[config.mk]
export PLATFORM = sky130hd
export DESIGN_NAME = float16_divider
export DESIGN_NICKNAME = d
export VERILOG_FILES = /design/src/rtl/float16_divider.sv
export SDC_FILE = /design/constraint.sdc
export NUM_CORES = 1
export LEC_CHECK = 0
export ABC_AREA = 0
export CAP_MARGIN = 10
export CORE_UTILIZATION = 49
export DETAILED_ROUTE_END_ITERATION = 12
export GPL_TIMING_DRIVEN = 0
export PLACE_DENSITY = 0.75
export REMOVE_ABC_BUFFERS = 1
export SLEW_MARGIN = 10
export SYNTH_ARGS = -nofsm -noshare
export SYNTH_HDL_FRONTEND = slang
export SYNTH_SLANG_ARGS = --single-unit
[constraint.sdc]
create_clock -name clk -period 4.5 [get_ports clk]
set_clock_uncertainty 0.15 [all_clocks]
set_input_delay 0.9 -clock clk [delete_from_list [all_inputs] [get_ports clk]]
set_output_delay 0.9 -clock clk [all_outputs]
set_load 0.02 [all_outputs]
[src/rtl/float16_divider.sv]
// Iterative IEEE-754 binary16 divider (result = a / b).
// Restoring radix-2 mantissa division, one quotient bit per cycle, RNE rounding.
// Build option: define FP16_DIV_SUBNORM_EN to produce subnormal results;
// otherwise tiny results flush to signed zero with the underflow flag set.
module float16_divider #(
  parameter int FLOAT_LEN = 16,
  parameter int EXP_LEN   = 5,
  parameter int MANT_LEN  = 10,
  parameter int BIAS      = 15
) (
  input  logic                 clk,
  input  logic                 rst_n,
  input  logic                 in_valid,
  output logic                 in_ready,
  input  logic [FLOAT_LEN-1:0] a,
  input  logic [FLOAT_LEN-1:0] b,
  output logic                 out_valid,
  input  logic                 out_ready,
  output logic [FLOAT_LEN-1:0] result,
  output logic [3:0]           flags
);

  typedef enum logic [2:0] {IDLE, NORM, DIV, ROUND, DONE} state_t;

  state_t                state;
  logic [FLOAT_LEN-1:0]  a_r, b_r;
  logic [10:0]           mb_r;
  logic signed [7:0]     exp_q;
  logic [11:0]           rem;
  logic [13:0]           q;
  logic [3:0]            cnt;

  // Leading-zero count of an 11-bit significand (11 when zero).
  function automatic logic [3:0] lzc11(input logic [10:0] v);
    logic [3:0] n;
    n = 4'd11;
    for (int unsigned i = 0; i < 11; i++) begin
      if (v[i]) n = 4'(10 - i);
    end
    return n;
  endfunction

  // Operand fields, classification and normalisation.
  logic [EXP_LEN-1:0]  a_exp, b_exp;
  logic [MANT_LEN-1:0] a_man, b_man;
  logic                a_zero, b_zero, a_inf, b_inf, a_nan, b_nan;
  logic [3:0]          lz_a, lz_b;
  logic [10:0]         ma_n, mb_n;
  logic signed [7:0]   ea_n, eb_n, exp_n;
  logic                sign_q;

  always_comb begin
    a_exp  = a_r[MANT_LEN +: EXP_LEN];
    b_exp  = b_r[MANT_LEN +: EXP_LEN];
    a_man  = a_r[MANT_LEN-1:0];
    b_man  = b_r[MANT_LEN-1:0];
    sign_q = a_r[FLOAT_LEN-1] ^ b_r[FLOAT_LEN-1];
    a_zero = (a_exp == '0) && (a_man == '0);
    b_zero = (b_exp == '0) && (b_man == '0);
    a_inf  = (a_exp == '1) && (a_man == '0);
    b_inf  = (b_exp == '1) && (b_man == '0);
    a_nan  = (a_exp == '1) && (a_man != '0);
    b_nan  = (b_exp == '1) && (b_man != '0);
    lz_a   = lzc11({1'b0, a_man});
    lz_b   = lzc11({1'b0, b_man});
    if (a_exp == '0) begin
      ma_n = {1'b0, a_man} << lz_a;
      ea_n = 8'sd1 - $signed({4'b0, lz_a});
    end else begin
      ma_n = {1'b1, a_man};
      ea_n = $signed({3'b0, a_exp});
    end
    if (b_exp == '0) begin
      mb_n = {1'b0, b_man} << lz_b;
      eb_n = 8'sd1 - $signed({4'b0, lz_b});
    end else begin
      mb_n = {1'b1, b_man};
      eb_n = $signed({3'b0, b_exp});
    end
    exp_n = ea_n - eb_n + $signed(8'(BIAS));
  end

  // Special-operand results, decided in the NORM cycle.
  logic                 spec_hit;
  logic [FLOAT_LEN-1:0] spec_res;
  logic [3:0]           spec_flags;

  always_comb begin
    spec_hit   = 1'b1;
    spec_res   = '0;
    spec_flags = '0;
    if (a_nan || b_nan || (a_zero && b_zero) || (a_inf && b_inf)) begin
      spec_res   = {sign_q, 5'h1F, 10'h200};
      spec_flags = 4'b1000;
    end else if (a_inf) begin
      spec_res   = {sign_q, 5'h1F, 10'h000};
    end else if (b_zero) begin
      spec_res   = {sign_q, 5'h1F, 10'h000};
      spec_flags = 4'b0100;
    end else if (a_zero || b_inf) begin
      spec_res   = {sign_q, 15'h0000};
    end else begin
      spec_hit   = 1'b0;
    end
  end

  // One restoring-division step.
  logic        rem_ge;
  logic [11:0] rem_sub;

  always_comb begin
    rem_ge  = rem >= {1'b0, mb_r};
    rem_sub = rem_ge ? (rem - {1'b0, mb_r}) : rem;
  end

  // Normalise, round to nearest even, and resolve overflow/underflow.
  logic [9:0]           frac;
  logic                 g, r, s, up;
  logic [10:0]          frac_r;
  logic signed [7:0]    e1, e2;
  logic [FLOAT_LEN-1:0] rnd_res;
  logic [3:0]           rnd_flags;
`ifdef FP16_DIV_SUBNORM_EN
  logic [13:0]          sig14, shifted;
  logic signed [7:0]    sh8;
  logic [3:0]           sh;
  logic                 lost, sg, sr, ss, sup;
  logic [10:0]          sub_frac, sub_rnd;
`endif

  always_comb begin
    if (q[13]) begin
      frac = q[12:3];
      g    = q[2];
      r    = q[1];
      s    = q[0] | (rem != '0);
      e1   = exp_q;
    end else begin
      frac = q[11:2];
      g    = q[1];
      r    = q[0];
      s    = (rem != '0);
      e1   = exp_q - 8'sd1;
    end
    up        = g & (r | s | frac[0]);
    // A carry out of the fraction leaves frac_r[9:0] zero, as required.
    frac_r    = {1'b0, frac} + 11'(up);
    e2        = e1 + $signed({7'b0, frac_r[10]});
    rnd_res   = {sign_q, e2[4:0], frac_r[9:0]};
    rnd_flags = '0;
`ifdef FP16_DIV_SUBNORM_EN
    // Normalised significand always carries a hidden 1 here.
    sig14    = {1'b1, frac, g, r, s};
    sh8      = 8'sd1 - e1;
    sh       = (sh8 > 8'sd14) ? 4'd14 : sh8[3:0];
    shifted  = sig14 >> sh;
    lost     = |(sig14 & ~(14'h3FFF << sh));
    sub_frac = shifted[13:3];
    sg       = shifted[2];
    sr       = shifted[1];
    ss       = shifted[0] | lost;
    sup      = sg & (sr | ss | sub_frac[0]);
    sub_rnd  = sub_frac + 11'(sup);
`endif
    if (e2 >= 8'sd31) begin
      rnd_res   = {sign_q, 5'h1F, 10'h000};
      rnd_flags = 4'b0010;
    end else if (e2 <= 8'sd0) begin
`ifdef FP16_DIV_SUBNORM_EN
      // Hidden bit reaching bit 10 after rounding becomes exponent field 1.
      rnd_res   = {sign_q, 4'b0000, sub_rnd};
      rnd_flags = {3'b000, sg | sr | ss};
`else
      rnd_res   = {sign_q, 15'h0000};
      rnd_flags = 4'b0001;
`endif
    end
  end

  // Control FSM with registered handshake and result outputs.
  always_ff @(posedge clk or negedge rst_n) begin
    if (!rst_n) begin
      state     <= IDLE;
      in_ready  <= 1'b1;
      out_valid <= 1'b0;
      result    <= '0;
      flags     <= '0;
      a_r       <= '0;
      b_r       <= '0;
      mb_r      <= '0;
      exp_q     <= '0;
      rem       <= '0;
      q         <= '0;
      cnt       <= '0;
    end else begin
      case (state)
        IDLE: begin
          if (in_valid) begin
            a_r      <= a;
            b_r      <= b;
            in_ready <= 1'b0;
            state    <= NORM;
          end
        end
        NORM: begin
          if (spec_hit) begin
            result    <= spec_res;
            flags     <= spec_flags;
            out_valid <= 1'b1;
            state     <= DONE;
          end else begin
            rem   <= {1'b0, ma_n};
            mb_r  <= mb_n;
            exp_q <= exp_n;
            q     <= '0;
            cnt   <= 4'd13;
            state <= DIV;
          end
        end
        DIV: begin
          q   <= {q[12:0], rem_ge};
          rem <= rem_sub << 1;
          cnt <= cnt - 4'd1;
          if (cnt == 4'd0) state <= ROUND;
        end
        ROUND: begin
          result    <= rnd_res;
          flags     <= rnd_flags;
          out_valid <= 1'b1;
          state     <= DONE;
        end
        DONE: begin
          if (out_ready) begin
            out_valid <= 1'b0;
            in_ready  <= 1'b1;
            state     <= IDLE;
          end
        end
        default: state <= IDLE;
      endcase
    end
  end

endmodule

==> results of run 1 <==
-- power by group through the flow --
stage	registers, uW	clock network (uW)	logic [uW]
after detailed placement	1930	0	3770
after global placement	1910	0	3670
final	1920	807	3830
after CTS	1910	826	3800
after floorplan	1840	0	2850
after global routing	2000	859	4300
-- registers in the layout (all words and copies together) (netlist names) --
name / flops
q: 14
b_r: 16
a_r: 16
in_ready: 1
mb_r: 11
out_valid: 1
result: 16
rem: 12
flags: 4
state: 3
exp_q: 8
cnt: 4
-- kinds of logic (layout without fill, tap and decap cells) --
logic type | Yosys count | count (layout) | synth area share [%]
flip-flops | 106 | 106 | 37.3
AO/OA/AOI/OAI | 225 | 225 | 20.2
adder cells (fa/ha/maj) | 32 | 32 | 5.84
multiplexers | 53 | 53 | 8.68
AND/OR/NAND/NOR | 278 | 278 | 18.8
buffers and inverters | 87 | 116 | 4.96
XOR/XNOR | 34 | 34 | 4.19
-- layout make-up --
| type | count | area, um2 | share of cell area, % |
|---|---|---|---|
| inverter | 39 | 146 | 1.81 |
| clock inverter | 7 | 77.6 | 0.957 |
| multi-input combinational | 622 | 4140 | 51.0 |
| sequential | 106 | 2660 | 32.8 |
| clock buffer | 9 | 225 | 2.78 |
| timing repair buffer | 61 | 637 | 7.85 |
| tap | 180 | 225 | 2.78 |
-- metal layers --
layer	routed length, um	up-vias	part of all wire [%]	global-route usage, %
met4	332	0	2.1	7.93
met1	7360	2855	46	31.1
met2	7480	188	47	36.6
li1	-	2964	-	-
met3	786	28	4.9	3.62
met5	0	-	0	0
-- synth_stat cells, types with 5 or more instances --
master    instances  area [um2]
inv_1            38         143
a21o_1           14         105
clkbuf_1         39         146
a211oi_1          7        52.6
nor4_1            8        50.1
o21ai_0          31         155
nor2b_1          16         100
and2_1            8        50.1
xnor2_1          23         201
nor3_1           17        85.1
a221oi_1          6        52.6
nand2b_1          5        31.3
a31oi_1           9        56.3
mux2_2           29         327
o31ai_1          12        90.1
nand3_1          18        90.1
nand2_1         113         424
o22ai_1           5        31.3
a22o_1           10        87.6
xor2_1           11        96.3
o21bai_1          5        37.5
o211ai_1          6        45.0
nor2_1           52         195
dfrtp_1         105        2630
mux2i_1          20         200
o21ai_1          31         155
a21oi_1          56         280
nand4_1           5        31.3
ha_1             30         375
and3_1            6        37.5
-- worst max-delay path by stage --
stage / end / slack, ns / cells past startpoint
finish: exp_q[7] / 0.26 / 15
global route: result[2] / 0.003 / 16
CTS: result[2] / 0.07 / 16
detailed placement: result[2] / -0.49 / 16
global placement: a_r[3] / -1.74 / 1
floorplan: result[5] / 0.26 / 16
-- through the flow --
| stage | TNS [ns] | power (uW) | cell area (um2) | worst slack, ns | cells |
|---|---|---|---|---|---|
| 2_1_floorplan | 0 | 4700 | 6900 | 0.263 | 767 |
| 3_3_place_gp | -185.19 | 5580 | 7700 | -1.74 | 1004 |
| 3_5_place_dp | -4.61 | 5700 | 7760 | -0.490 | 1007 |
| 4_1_cts | 0 | 6540 | 8070 | 0.0679 | 1023 |
| 5_1_grt | 0 | 7160 | 8110 | 0.00312 | 1024 |
| 6_report | 0 | 6560 | 8110 | 0.257 | 1024 |
-- worst register-to-register path, cell delays in order, from the launching register on --
cell and delay (ns):
dfrtp_1 0.47, nor2_1 0.19, nor3_1 0.06, o31ai_1 0.34, nor2b_4 0.33, inv_1 0.15, ha_1 0.31, a21o_1 0.19
ha_1 0.34, fa_1 0.48, a21o_1 0.18, a21oi_1 0.24, nor2b_1 0.09, a2111oi_0 0.42, a31oi_1 0.11, o21ai_1 0.13
-- what timing repair did --
| action | CTS | global route |
|---|---|---|
| gates cloned | 0 | 0 |
| setup endpoints to repair | 12 | 12 |
| setup buffers | 0 | 1 |
| gates resized for setup | 4 | 7 |
==> flow_summary.yaml, run 1 <==
synth:
  seq_area_frac_synth_pct: 37.3
  yosys_warnings: 0
  synthArstFlopShare_pct: 100
  syn_area_um2: 7110
  ys_seq_elements: 106
  syn_inst: 815
  ys_types: 71
  synth_flop_cell: "dfrtp_1"
  synth_edf_count: 0
  avgSynthCellArea_um2: 8.72
layout:
  n_antenna_cell: 0
  fillers: 1258
  syn2layout_area_growth_pct: 14.1
  layout.nets: 907
  drive_above_1_share_pct: 8.89
  final_cell_mix: "113 x nand2_1, 104 x dfrtp_1, 56 x a21oi_1, 56 x clkdlybuf4s50_1, 51 x nor2_1"
  final_common_cell: "nand2_1"
  post-route-util_pct: 57.7
detailed_routing:
  wire_per_inst_um: 15.6
  routed_wl_um: 16000
  vias: 6035
  drc_errors: 0
  dr.first_iter.drc_count: 349
  viasPerCell: 5.89
  ant_nets: 0
  dr.pass1.iters: 6
hold_path:
  min_path_cells: 2
  hold_path_end: "mb_r[10]"
  worstHoldStart: "mb_r[10]"
  hold_path.class: "reg -> reg"
placement:
  dp_hpwl_um: 11600
  io_buffers: 57
  gp_congestion: 0.910
timing:
  rsz0062_at_grt: "no"
  fin_crit_sh_pct: 94.3
  finalMaxSlewViolations: 0
  finalCriticalPeriod_ns: 4.24
  worstMarginPinSlew_ns: 1.03
  whs_ns: 0.305
  hold_viol_final: 0
  relSlewSlack_pct: 31.1
  setup_viol: 0
  fmax_ghz: 0.236
die:
  core_area_um2: 14000
  start_util_pct: 50.6
  die-area_um2: 15000
  die_h_um: 122
  fp.dieW_um: 122
  fp-row-count: 43
  pin_count: 58
power:
  switchingPower_uw: 3030
  switching_share_pct: 46.2
  combPwrFrac_pct: 58.4
  peakVddDrop_mv: 0.421
  powerDensity_nw_per_um2: 809
  power_frac_seq_pct: 29.3
  leakage_uw: 0.00342
  intPower_uw: 3530
  clkPwrFrac_pct: 12.3
setup_path:
  cp_cell_sequence: "nor2_1 > nor3_1 > o31ai_1 > nor2b_4 > inv_1 > ha_1 > a21o_1 > ha_1 > fa_1 > a21o_1 > a21oi_1 > nor2b_1 > a2111oi_0 > a31oi_1 > o21ai_1"
  r2r-end: "exp_q[7]"
  cp_num_buf_inv: 1
  path_delay_family: "compound AO/OA/AOI/OAI gates"
  rr_worst_depth: 15
  r2r-start: "a_r[1]"
  cp-end-kind: "register"
  crit_arrival_ns: 4.38
  startpoint_type: "register"
  cp.required_ns: 4.64
  slowest_stage: "fa_1"
  r2r_slack_ns: 0.26
  timing_worst_setup_path_type: "reg -> reg"
  max_stage_delay_ns: 0.48
  startpoint: "a_r[1]"
  crit_fanout: 8
clock_network:
  clkTransAtPathRegs_ns: 0.07
  htree_levels: 3
  cts_root_buffer: "clkbuf_16"
  cts_hold_buf: 0
  tritoncts: "yes"
  clk_path_buf_depth: 2
  insertion_delay_ns: 0.36
  numCtsBuffers: 9
  cts_sinks: 106
global_routing:
  grt_pass1_vias: 5583
  gr-total-overflow: 0
  grt_pass1_wl_um: 27100
  grt_max_degree: 61
  track_usage_pct: 22.8
  grt_antenna_before_repair: 0
flow_run:
  maxCapViolCount: 0
outcome:
  outcome: "finished clean"
Power figures use the tool's default switching activity.
==> inputs of run 2 (changes only) <==
==> constraint.sdc (replaced) <==
create_clock -name clk -period 4.66 [get_ports clk]
set_clock_uncertainty 0.15 [all_clocks]
set_input_delay 0.932 -clock clk [delete_from_list [all_inputs] [get_ports clk]]
set_output_delay 0.932 -clock clk [all_outputs]
set_load 0.02 [all_outputs]
==> flow_summary.yaml, run 2 (synthesis results as in run 1) <==
power:
  power_uw: 6320
  switchingPower_uw: 2920
  leakage_uw: 0.00341
  combPwrFrac_pct: 58.3
  switching_share_pct: 46.2
  intPower_uw: 3400
  power_frac_seq_pct: 29.3
  powerDensity_nw_per_um2: 782
  peakVddDrop_mv: 0.407
  clkPwrFrac_pct: 12.3
setup_path:
  crit_path_end: "exp_q[7]"
  slowest_stage: "fa_1"
  critical_path_cell_count: 15
  crit_arrival_ns: 4.50
  cp-end-kind: "register"
  r2r_slack_ns: 0.30
  r2r-end: "exp_q[7]"
  cp_cell_sequence: "nor2_1 > nor3_1 > o31ai_1 > nor2b_2 > inv_1 > ha_1 > a21o_1 > ha_1 > fa_1 > a21o_1 > a21oi_1 > nor2b_1 > a2111oi_0 > a31oi_1 > o21ai_1"
  startpoint_type: "register"
  max_stage_delay_ns: 0.48
  crit_fanout: 8
  r2r-start: "a_r[1]"
  timing_worst_setup_path_type: "reg -> reg"
  startpoint: "a_r[1]"
  rr_worst_depth: 15
  cp.required_ns: 4.80
  cp_num_buf_inv: 1
  path_delay_family: "compound AO/OA/AOI/OAI gates"
die:
  pin_count: 58
  core_area_um2: 14000
  fp-row-count: 43
  die_h_um: 122
  fp.dieW_um: 122
  start_util_pct: 50.6
  die-area_um2: 15000
clock_network:
  numCtsBuffers: 9
  cts_sinks: 106
  tritoncts: "yes"
  cts_setup_buffers: 0
  cts_hold_buf: 0
  cts_root_buffer: "clkbuf_16"
  insertion_delay_ns: 0.36
  clkTransAtPathRegs_ns: 0.07
  htree_levels: 3
  clk_path_buf_depth: 2
global_routing:
  grt_max_degree: 61
  grt_antenna_before_repair: 0
  grt_pass1_vias: 5585
  grt_pass1_wl_um: 27100
  gr-total-overflow: 0
  grtUsageMet3_pct: 3.62
  met1_usage_pct: 31.1
  track_usage_pct: 22.8
  grt-busiest-layer: "met2"
  grt_use_met2_pct: 36.7
detailed_routing:
  drc_errors: 0
  routed_wl_um: 15900
  dr.first_iter.drc_count: 363
  ant_nets: 0
  wire_per_inst_um: 15.5
  vias: 6004
  dr.pass1.iters: 5
  viasPerCell: 5.87
layout:
  post-route-util_pct: 57.5
  layout.nets: 906
  n_antenna_cell: 0
  drive_above_1_share_pct: 8.30
  design_area_um2: 8080
  fillers: 1264
  reg_top3: "a_r x16, b_r x16, result x16"
  final_common_cell: "nand2_1"
  syn2layout_area_growth_pct: 13.7
  final_cell_mix: "113 x nand2_1, 104 x dfrtp_1, 56 x a21oi_1, 56 x clkdlybuf4s50_1, 52 x nor2_1"
placement:
  dp_hpwl_um: 11600
  gp_congestion: 0.910
  io_buffers: 57
  placed_area_um2: 7760
timing:
  tns_ns: 0
  fmax_ghz: 0.230
  whs_ns: 0.302
  hold_viol_final: 0
  setup_viol: 0
  rsz0062_at_grt: "no"
  finalMaxSlewViolations: 0
  fin_crit_sh_pct: 93.5
  worstMarginPinSlew_ns: 1.02
  finalCriticalPeriod_ns: 4.36
  relSlewSlack_pct: 32.0
flow_run:
  maxCapViolCount: 0
outcome:
  outcome: "finished clean"
hold_path:
  hold_path.class: "reg -> reg"
  min_path_cells: 2
[run 2: cell count changes in the layout (fill, tap and decap cells not counted), sizes merged]
cell  delta
buf      -1
[run 2: worst min-delay path, cell delays in order, from the launching register on]
cell,delay [ns]
dfrtp_1,0.32
inv_1,0.05
nand2_1,0.05
[run 2: through the flow]
stage,setup slack [ns],std cells
6_report,0.304,1023
5_1_grt,0.0111,1023
4_1_cts,0.00942,1023
3_5_place_dp,-0.330,1007
3_3_place_gp,-1.61,1004
2_1_floorplan,0.423,767
[run 2: power groups by stage]
stage	Clock [uW]	Combinational, uW	Sequential, uW
after detailed placement	0	3640	1860
after floorplan	0	2760	1780
after global placement	0	3540	1850
after global routing	829	4140	1930
final	779	3690	1850
after CTS	797	3660	1850
[run 2: repair_timing]
| item | 4_1_cts | 5_1_grt |
|---|---|---|
| resized for setup | 1 | 5 |
| endpoints found under the setup margin | 10 | 12 |
| hold endpoints to repair | 0 | 0 |
[run 2: metal layers]
layer	wire length, um	vias up
met5	0	-
met4	336	0
met3	727	29
met2	7450	180
met1	7340	2839
li1	-	2956
[run 2: how the worst min path moves through the flow]
stage	to	slack (ns)	startpoint
after floorplan	mb_r[10]	0.27	mb_r[10]
after global placement	mb_r[10]	0.28	mb_r[10]
after detailed placement	mb_r[10]	0.29	mb_r[10]
after CTS	mb_r[10]	0.31	mb_r[10]
after global routing	mb_r[4]	0.34	mb_r[4]
final	mb_r[10]	0.30	mb_r[10]
[run 2: final cells by class]
cell class                 count  area (um2)  share of cell area [%]
sequential                   106        2660                    32.9
clock inverter                 7        77.6                   0.960
inverter                      39         146                    1.81
multi-input combinational    622        4120                    51.0
clock buffer                   9         225                    2.79
tap                          180         225                    2.79
timing repair buffer          60         626                    7.74
==> edit: new RTL, flow settings as in run 1 <==
The 5 states of `state_t` get a one-hot encoding in 5 bits.
--- a/src/rtl/float16_divider.sv
+++ b/src/rtl/float16_divider.sv
@@ -20,7 +20,7 @@
   output logic [3:0]           flags
 );
 
-  typedef enum logic [2:0] {IDLE, NORM, DIV, ROUND, DONE} state_t;
+  typedef enum logic [4:0] {IDLE = 5'b00001, NORM = 5'b00010, DIV = 5'b00100, ROUND = 5'b01000, DONE = 5'b10000} state_t;
 
   state_t                state;
   logic [FLOAT_LEN-1:0]  a_r, b_r;
Function: same outputs for any inputs over 10 cycles, from zero or initial values and one cycle with rst_n low; not proved beyond that.
==> edit against run 1 <==
Non-clock buffer count rose by 3. Sequential power shrank 6%. Cell area rose by 0.80%. Area after synthesis grew 0.86%. Wire length grew 0.63%. Power down 11%. Largest power group unchanged. Worst setup slack better by 0.10 ns. Sequential cell count increased by 2.
==> edit: results (changes against run 1) <==
metric;value;unit;change
timing.rr.end;result[2];;
gp_congestion;0.899;;-1.3%
r2r_slack;0.36;ns;+0.10 ns
grt_max_degree;64;;+4.9%
synthAdderAreaFrac;5.79;%;-0.050 points
cts_max_path_buffers;2;;unchanged
critPathMaxFanout;17;;+9
finalWirelength;16100;um;+0.63%
seq_area_frac_synth;37.7;%;+0.40 points
synth-xor-area-share;4.28;%;+0.086 points
cts-buffers-inserted;9;;unchanged
status;completed;;
synth_mux_area_share;8.95;%;+0.27 points
drt_iter0_drc;382;;+9.5%
first_pass_iters;5;;-1
min_delay_path_depth;2;;unchanged
finalNonFillerCells;1009;;-1.5%
dp_hpwl;11600;um;+0.39%
grt_pass1_wl;27400;um;+0.97%
layout_min_cycle_time;4.14;ns;-0.102 ns
antenna_found_initial;0;;unchanged
vias_per_cell;5.93;;+0.63%
yosysUniqueCellTypes;71;;unchanged
post-place-ws;-0.339;ns;+0.151 ns
ir_drop;0.403;mV;-4.3%
worst_ep_arrival_time;4.29;ns;-0.09 ns
synthTopCellsByArea;dfrtp_1 (37%), mux2_2 (5.5%), ha_1 (5.2%), nand2_1 (5.2%), a21oi_1 (4.0%);;
p_leak;3.41;nW;-0.24%
min-delay-start;mb_r[10];;
synth_compound_area_share;20.9;%;+0.77 points
grt_use_total;23.0;%;+0.16 points
layout.nets;892;;-1.7%
synth.top_cells.by_count;dfrtp_1 (106), nand2_1 (99), a21oi_1 (57), o21ai_0 (53), nor2_1 (51);;
clkTransAtPathRegs;0.08;ns;
placed_cells;992;;-1.5%
drive_gt1_share;10.1;%;+1.2 points
insertion_delay;0.36;ns;about the same
r2r_cells;15;;unchanged
ys_warn_count;0;;unchanged
numPortBuffers;57;;unchanged
hold_class;flop to flop;;
async_reset_ff_share;100;%;unchanged
clockRootBuffer;clkbuf_16;;
holdPathEnd;mb_r[10];;
critPathLaunch;q[13];;
n_antenna_cell;0;;unchanged
syn_avg_cell_area;9.00;um^2;+3.1%
worstMarginPinSlew;1.11;ns;+0.0710 ns
cts_max_level;3;;unchanged
fill_cells;1267;;+0.72%
first_global_vias;5682;;+1.8%
reg_top3;a_r (16), b_r (16), result (16);;
==> edit: cell count changes after synthesis, sizes merged, moves of 4 or more <==
cell    before  now
and2         8    2
nor4         8   12
mux2        29   35
a211o        0    4
nand2      113   99
a211oi       7   12
o31ai       12    8
o21ai       62   55
nor2b       16   12
==> edit: per-layer routing <==
metal | vias up | wire [um] | global-route usage (%)
met1 | 2840 | 7510 | 31.1
met2 | 176 | 7410 | 36.7
met5 | - | 0 | 0
li1 | 2943 | - | -
met3 | 25 | 791 | 5.03
met4 | 0 | 345 | 6.86
==> edit: what timing repair did <==
item / in CTS / in global routing
gates resized for setup: 2 / 2
gates cloned: 0 / 0
pin swaps: 0 / 0
setup buffers: 0 / 1
endpoints found under the setup margin: 17 / 16
==> edit: worst max-delay path by stage <==
stage                           end  slack (ns)
after floorplan              rem[1]       -0.09
final                     result[2]        0.36
after CTS                 result[3]        0.14
after global placement       rem[6]       -2.58
after detailed placement  result[3]       -0.34
after global routing      result[3]        0.02
==> edit: logic make-up after synthesis <==
logic type	after synthesis
AND/OR/NAND/NOR	252
AO/OA/AOI/OAI	227
flip-flops	108
buffers and inverters	87
multiplexers	56
XOR/XNOR	35
adder cells (fa/ha/maj)	32
==> edit: through the flow <==
step | setup TNS [ns] | cell area (um^2) | hold slack, ns
after floorplan | -0.224 | 6970 | 0.268
final | 0 | 8170 | 0.315
after global routing | 0 | 8170 | 0.335
after detailed placement | -4.32 | 7850 | 0.304
after global placement | -252.93 | 7760 | 0.281
after CTS | 0 | 8150 | 0.320
==> edit: layout make-up <==
type                            count  area [um^2]  share of cell area [%]
Inverter                           39          146                    1.79
Sequential cell                   108         2710                    33.1
Tap cell                          180          225                    2.76
Timing Repair Buffer               64          661                    8.08
Clock inverter                      6         72.6                   0.888
Clock buffer                       10          229                    2.80
Multi-Input combinational cell    602         4130                    50.5
==> edit: power by group <==
group	internal [mW]	switching (mW)	leakage, nW
Clock	0.437	0.374	0.143
Sequential	1.32	0.486	1.35
Combinational	1.49	1.73	1.92
==> edit: worst max-delay path: stages, from the launching register on <==
cell and delay [ns]:
dfrtp_4 0.60, mux2i_1 0.17, nor2b_1 0.13, ha_1 0.25
nand3_1 0.17, nor3b_2 0.26, and3b_1 0.21, ha_1 0.20
nand2_1 0.10, a21oi_4 0.17, o21bai_4 0.11, a32o_1 0.28
a2111oi_1 0.45, o21a_1 0.27, and4_2 0.39, a22o_1 0.17
